`src/rtl/serial_word_comparator_pkg.sv`:
```
`default_nettype none
// +----------------------------------------------------------------------+
// | serial_word_comparator_pkg: state encodings and result codes         |
// | Revision: 1.0                                                        |
// +----------------------------------------------------------------------+
package serial_word_comparator_pkg;

  typedef enum logic [1:0] {
    IDLE = 2'd0,
    RUN  = 2'd1,
    DONE = 2'd2
  } state_t;

  // Result codes are packed as {lt, eq, gt}.
  localparam logic [2:0] RES_NONE = 3'b000;
  localparam logic [2:0] RES_LT   = 3'b100;
  localparam logic [2:0] RES_EQ   = 3'b010;
  localparam logic [2:0] RES_GT   = 3'b001;

endpackage
`default_nettype wire

```
`src/rtl/serial_word_comparator_two_bit_comparator.sv`:
```
`default_nettype none
// +----------------------------------------------------------------------+
// | two_bit_comparator: combinational magnitude compare of 2-bit digits  |
// | Revision: 1.0                                                        |
// +----------------------------------------------------------------------+
module two_bit_comparator (
  input  logic [1:0] i_a,
  input  logic [1:0] i_b,
  output logic       o_lt,
  output logic       o_eq,
  output logic       o_gt
);

  assign o_lt = (i_a <  i_b);
  assign o_eq = (i_a == i_b);
  assign o_gt = (i_a >  i_b);

endmodule
`default_nettype wire

```
`src/rtl/serial_word_comparator.sv`:
```
`default_nettype none
// +----------------------------------------------------------------------+
// | serial_word_comparator: MSB-first digit-serial unsigned comparator   |
// | Revision: 1.0                                                        |
// +----------------------------------------------------------------------+
module serial_word_comparator
  import serial_word_comparator_pkg::*;
#(
  parameter  int DIGITS = 4,
  localparam int W      = 2 * DIGITS,
  localparam int CW     = $clog2(DIGITS + 1)
) (
  input  logic          clk,
  input  logic          rst_n,
  input  logic          start,
  input  logic [W-1:0]  a_word,
  input  logic [W-1:0]  b_word,
  output logic          busy,
  output logic          done,
  output logic          result_valid,
  output logic          a_lt_b,
  output logic          a_eq_b,
  output logic          a_gt_b,
  output logic [CW-1:0] digits_used
);

  localparam logic [CW-1:0] c_digits = CW'(DIGITS);

  state_t        r_state;
  logic [W-1:0]  r_sa;
  logic [W-1:0]  r_sb;
  logic [CW-1:0] r_cnt;
  logic          r_busy;
  logic          r_done;
  logic          r_valid;
  logic [2:0]    r_res;
  logic [CW-1:0] r_used;

  logic          w_lt;
  logic          w_eq;
  logic          w_gt;

  two_bit_comparator u_digit (
    .i_a  (r_sa[W-1:W-2]),
    .i_b  (r_sb[W-1:W-2]),
    .o_lt (w_lt),
    .o_eq (w_eq),
    .o_gt (w_gt)
  );

  always_ff @(posedge clk or negedge rst_n) begin
    if (!rst_n) begin
      r_state <= IDLE;
      r_sa    <= '0;
      r_sb    <= '0;
      r_cnt   <= '0;
      r_busy  <= 1'b0;
      r_done  <= 1'b0;
      r_valid <= 1'b0;
      r_res   <= RES_NONE;
      r_used  <= '0;
    end else begin
      case (r_state)
        IDLE: begin
          r_done <= 1'b0;
          if (start) begin
            r_sa    <= a_word;
            r_sb    <= b_word;
            r_cnt   <= c_digits;
            r_valid <= 1'b0;
            r_res   <= RES_NONE;
            r_busy  <= 1'b1;
            r_state <= RUN;
          end
        end
        RUN: begin
          if (!w_eq) begin
            // First unequal digit settles the word-level order.
            r_res   <= {w_lt, 1'b0, w_gt};
            r_used  <= c_digits - r_cnt + CW'(1);
            r_done  <= 1'b1;
            r_valid <= 1'b1;
            r_state <= DONE;
          end else if (r_cnt == CW'(1)) begin
            r_res   <= RES_EQ;
            r_used  <= c_digits;
            r_done  <= 1'b1;
            r_valid <= 1'b1;
            r_state <= DONE;
          end else begin
            r_sa  <= r_sa << 2;
            r_sb  <= r_sb << 2;
            r_cnt <= r_cnt - CW'(1);
          end
        end
        DONE: begin
          r_done  <= 1'b0;
          r_busy  <= 1'b0;
          r_state <= IDLE;
        end
        default: begin
          r_done  <= 1'b0;
          r_busy  <= 1'b0;
          r_state <= IDLE;
        end
      endcase
    end
  end

  assign busy         = r_busy;
  assign done         = r_done;
  assign result_valid = r_valid;
  assign a_lt_b       = r_res[2];
  assign a_eq_b       = r_res[1];
  assign a_gt_b       = r_res[0];
  assign digits_used  = r_used;

endmodule
`default_nettype wire

```
`config.mk`:
```
export PLATFORM = sky130hd
export DESIGN_NAME = serial_word_comparator
export DESIGN_NICKNAME = d
export VERILOG_FILES = /design/src/rtl/serial_word_comparator_pkg.sv /design/src/rtl/serial_word_comparator_two_bit_comparator.sv /design/src/rtl/serial_word_comparator.sv
export SDC_FILE = /design/constraint.sdc
export NUM_CORES = 1
export LEC_CHECK = 0
export BUFFER_PORTS_ARGS = -buffer_cell sky130_fd_sc_hd__buf_2
export CORE_ASPECT_RATIO = 0.7
export CORE_MARGIN = 2
export CORE_UTILIZATION = 50
export DETAILED_ROUTE_END_ITERATION = 8
export GPL_ROUTABILITY_DRIVEN = 0
export PLACE_DENSITY = 0.75
export SYNTH_ARGS = -nofsm -noshare
export SYNTH_HDL_FRONTEND = slang
export SYNTH_SLANG_ARGS = --single-unit
```
`constraint.sdc`:
```
create_clock -name clk -period 1.5 [get_ports clk]
set_input_delay 0.15 -clock clk [delete_from_list [all_inputs] [get_ports clk]]
set_output_delay 0.15 -clock clk [all_outputs]
set_load 0.02 [all_outputs]
```
==> summary.txt <==
STA
  – Slew headroom: 53.6%
  – RSZ-0062 raised after global routing: true
  – Pins Over Slew Limit: 0
  – Tightest Pin Transition: 0.695 ns
  – Number of endpoints failing setup at the final stage: 12
  – Hold_ws: 0.203 ns
  – Max Clock Freq: 624 MHz
  – Fin crit share: 107%
  – Final Hold Viols: 0
  – Setup ws final: -0.102 ns
  – Final min period: 1.60 ns
  – Layout Skew: 0.00700 ns

Routing
  – Drt first pass iters: 5
  – Vias: 1,766
  – Final wirelength: 5380 microns
  – DRC: 0
  – Vias/cell: 6.57
  – Antenna-violating nets left: 0
  – Wire per inst: 20.0 microns
  – Initial DRC Count: 301

Synthesis
  – Seq/Total Area, Yosys: 45.0%
  – Post-Syn Area: 1670 sq um
  – Synth Instances: 173
  – Mux contribution to synthesized area: 0%
  – Syn Nets: 196
  – Synth Register Bits: 30
  – Post-Synth Adder-Cell Area: 3.00%
  – Simple-gate share of the synthesized area: 15.9%
  – Top cell type's share of synthesized area: 45.0%
  – Mapped Avg Cell Area: 9.64 sq um
  – Top post-synthesis cells by area: dfrtp_1, o32ai_1, a211oi_1, o31ai_1, nor3_1
  – Warnings from Yosys: 0
  – Synth Area in XOR/XNOR: 0.525%
  – Post-synthesis compound-gate area fraction: 30.2%
  – Largest family of logic cells by synthesized area: compound AO/OA/AOI/OAI gates
  – Distinct cell type count after synthesis: 34
  – Yosys top cell by area: dfrtp_1

Place
  – Placed insts: 251
  – Final HPWL DP: 3390 microns
  – Place WS: -0.0864 ns
  – PortBufs: 27
  – Placed inst area: 2050 sq um

Clock network
  – TritonCTS clock tree: built
  – Worst-Skew Late Latency: 0.28 ns
  – Clock Pin Slew Worst Setup and Hold Paths: 0.07 ns
  – Clock tree buffer depth: 2
  – Number of buffers created by CTS: 5
  – Root buffer cell: clkbuf_8
  – Clock sink total: 30
  – H-tree Lvls: 2

Worst hold path
  – Worst Hold End: r_sa[1]
  – Hold path startpoint: a_word[1]
  – Hold crit path type: input port to flip-flop
  – Worst Hold Path Cells: 3

Critical path
  – Crit path DAT: 1.79 ns
  – Endpoint of the worst register-to-register path: r_cnt[1]
  – R2r setup slk: -0.10 ns
  – Setup CP Type: flip-flop to flip-flop
  – R2R Path Start: r_cnt[0]
  – Worst Setup End Kind: flip-flop
  – CP max FO: 2
  – Worst reg2reg path depth: 5
  – Crit path required time: 1.69 ns
  – Critical Path Start Type: flip-flop

Cells and area
  – Non-filler instance count after layout: 269
  – Filler cells: 227
  – N_diodes: 0
  – Register Area: 752 sq um
  – Final nets: 253
  – Area growth syn-to-layout: 42.2%
  – Core Util, Final: 74.9%
  – Area of the multi-input gates: 981 sq um
  – Layout cells sized above 1: 40.7%
  – Final Cell Area: 2370 sq um

GRT
  – Initial antenna violation count: 0
  – Vias in the first global route: 1,577
  – Largest net degree at the start of global routing: 31
  – Remaining Overflow, GRT: 0
  – All-Layer GR Usage: 28.1%
  – First-pass GRT wire length: 7980 microns

Die
  – I/O pin count: 28
  – Die height: 52.3 microns
  – Starting Density: 52.6%
  – Die width: 73.0 microns
  – Core Region: 3170 sq um
  – Row count: 17
  – Die area: 3820 sq um

Outcome
  – Status: finished, violations left
  – Failing checks: negative setup slack

Power and ir drop
  – Power density cells: 2560 nW/um^2
  – Leak Pwr: 0.992 nW
  – Peak supply drop: 1.42 mV

Flow run
  – Max-cap violations: 0
==> worst max-delay path: stages (launching register included) <==
cell and delay, ns:
dfrtp_1 0.41, buf_6 0.13, inv_1 0.10, ha_4 0.22, or4_4 0.53, o211ai_1 0.12
==> flip-flops by register name, indices dropped and copies added (netlist names) <==
register / cells
busy: 1
digits_used: 3
done: 1
r_cnt: 3
r_res: 3
r_sa: 8
r_sb: 8
r_state: 2
result_valid: 1
==> through the flow <==
| step | setup TNS, ns | total power [mW] |
|---|---|---|
| after CTS | -0.327 | 5.42 |
| final | -0.228 | 6.06 |
| after detailed placement | -0.299 | 4.67 |
| after global placement | 0 | 4.51 |
| after global routing | -0.850 | 6.39 |
| after floorplan | -0.0196 | 3.42 |
==> power breakdown <==
| group | leakage, nW | internal, mW | switching [mW] |
|---|---|---|---|
| registers | 0.357 | 1.21 | 0.432 |
| clock network | 0.0482 | 0.370 | 0.320 |
| logic | 0.587 | 1.77 | 1.96 |
==> placed cells by master (no fill, tap or decap), types with 4 or more instances in the layout <==
master	n
o221ai_1	4
inv_1	5
buf_6	4
a22oi_1	4
or3_1	8
nor3_1	13
o21ai_0	4
a211oi_1	11
nor2_1	5
dfrtp_1	29
clkbuf_8	6
buf_2	27
ha_4	4
o32ai_2	6
o31ai_1	10
nand2_1	13
buf_4	28
o32ai_1	9
==> synth_stat cells <==
cell       number
clkbuf_1       10
o21ai_2         1
o2bb2ai_1       3
and2_1          1
o21ai_0         5
xnor2_1         1
a31oi_1         1
nand4b_2        1
o31ai_1        10
buf_2           3
or3_1           8
a22oi_1         4
or2_2           2
nand2_1        13
a21oi_1         3
or4_1           1
nor3_1         13
nand2b_1        2
nor2b_1         3
o32ai_1        16
o31a_1          1
nor2_1          5
a22o_1          1
o221ai_1        4
ha_1            4
o22a_1          1
inv_1           9
a211oi_1       12
dfrtp_1        30
clkinv_1        1
o211ai_1        1
o21ba_2         1
o21bai_1        1
and4b_1         1
==> cell type report <==
class                   count  share of cell area [%]
multi-input cells         120                    41.4
clock inverters             1                   0.211
clock buffers               7                    3.64
inverters                  10                    1.90
repair buffers             63                    19.2
flip-flops and latches     30                    31.7
well taps                  38                    2.00
==> worst max-delay path by stage <==
stage,startpoint,endpoint,slack (ns),cells after the start
after floorplan,r_sa[7],r_cnt[1],-0.02,4
after global placement,r_sa[7],r_cnt[1],0.01,4
after detailed placement,r_cnt[1],r_cnt[1],-0.09,6
after CTS,r_sa[7],r_cnt[1],-0.07,4
after global routing,r_cnt[0],r_cnt[1],-0.11,5
final,r_cnt[0],r_cnt[1],-0.10,5
==> layer usage <==
metal / vias up / part of all wire [%] / track usage [%]
met5: - / 0 / 0
met4: 0 / 2.4 / 8.33
met3: 14 / 7.1 / 7.31
met2: 100 / 47 / 42.9
met1: 864 / 44 / 39.2
li1: 788 / - / -
==> what timing repair did <==
action / 4_1_cts / 5_1_grt
setup endpoints to repair: 14 / 19
gates resized for setup: 6 / 20
setup buffers: 0 / 10
pin swaps: 1 / 7
hold buffers: 1 / 0
hold endpoints to repair: 30 / 0
==> kinds of logic (layout without fill, tap and decap cells) <==
family | Yosys count | in the layout
XOR/XNOR | 1 | 1
flip-flops | 30 | 30
buffers and inverters | 23 | 81
AND/OR/NAND/NOR | 50 | 50
AO/OA/AOI/OAI | 65 | 65
adder cells (fa/ha/maj) | 4 | 4
No activity file was read; power rests on OpenSTA's default activity.
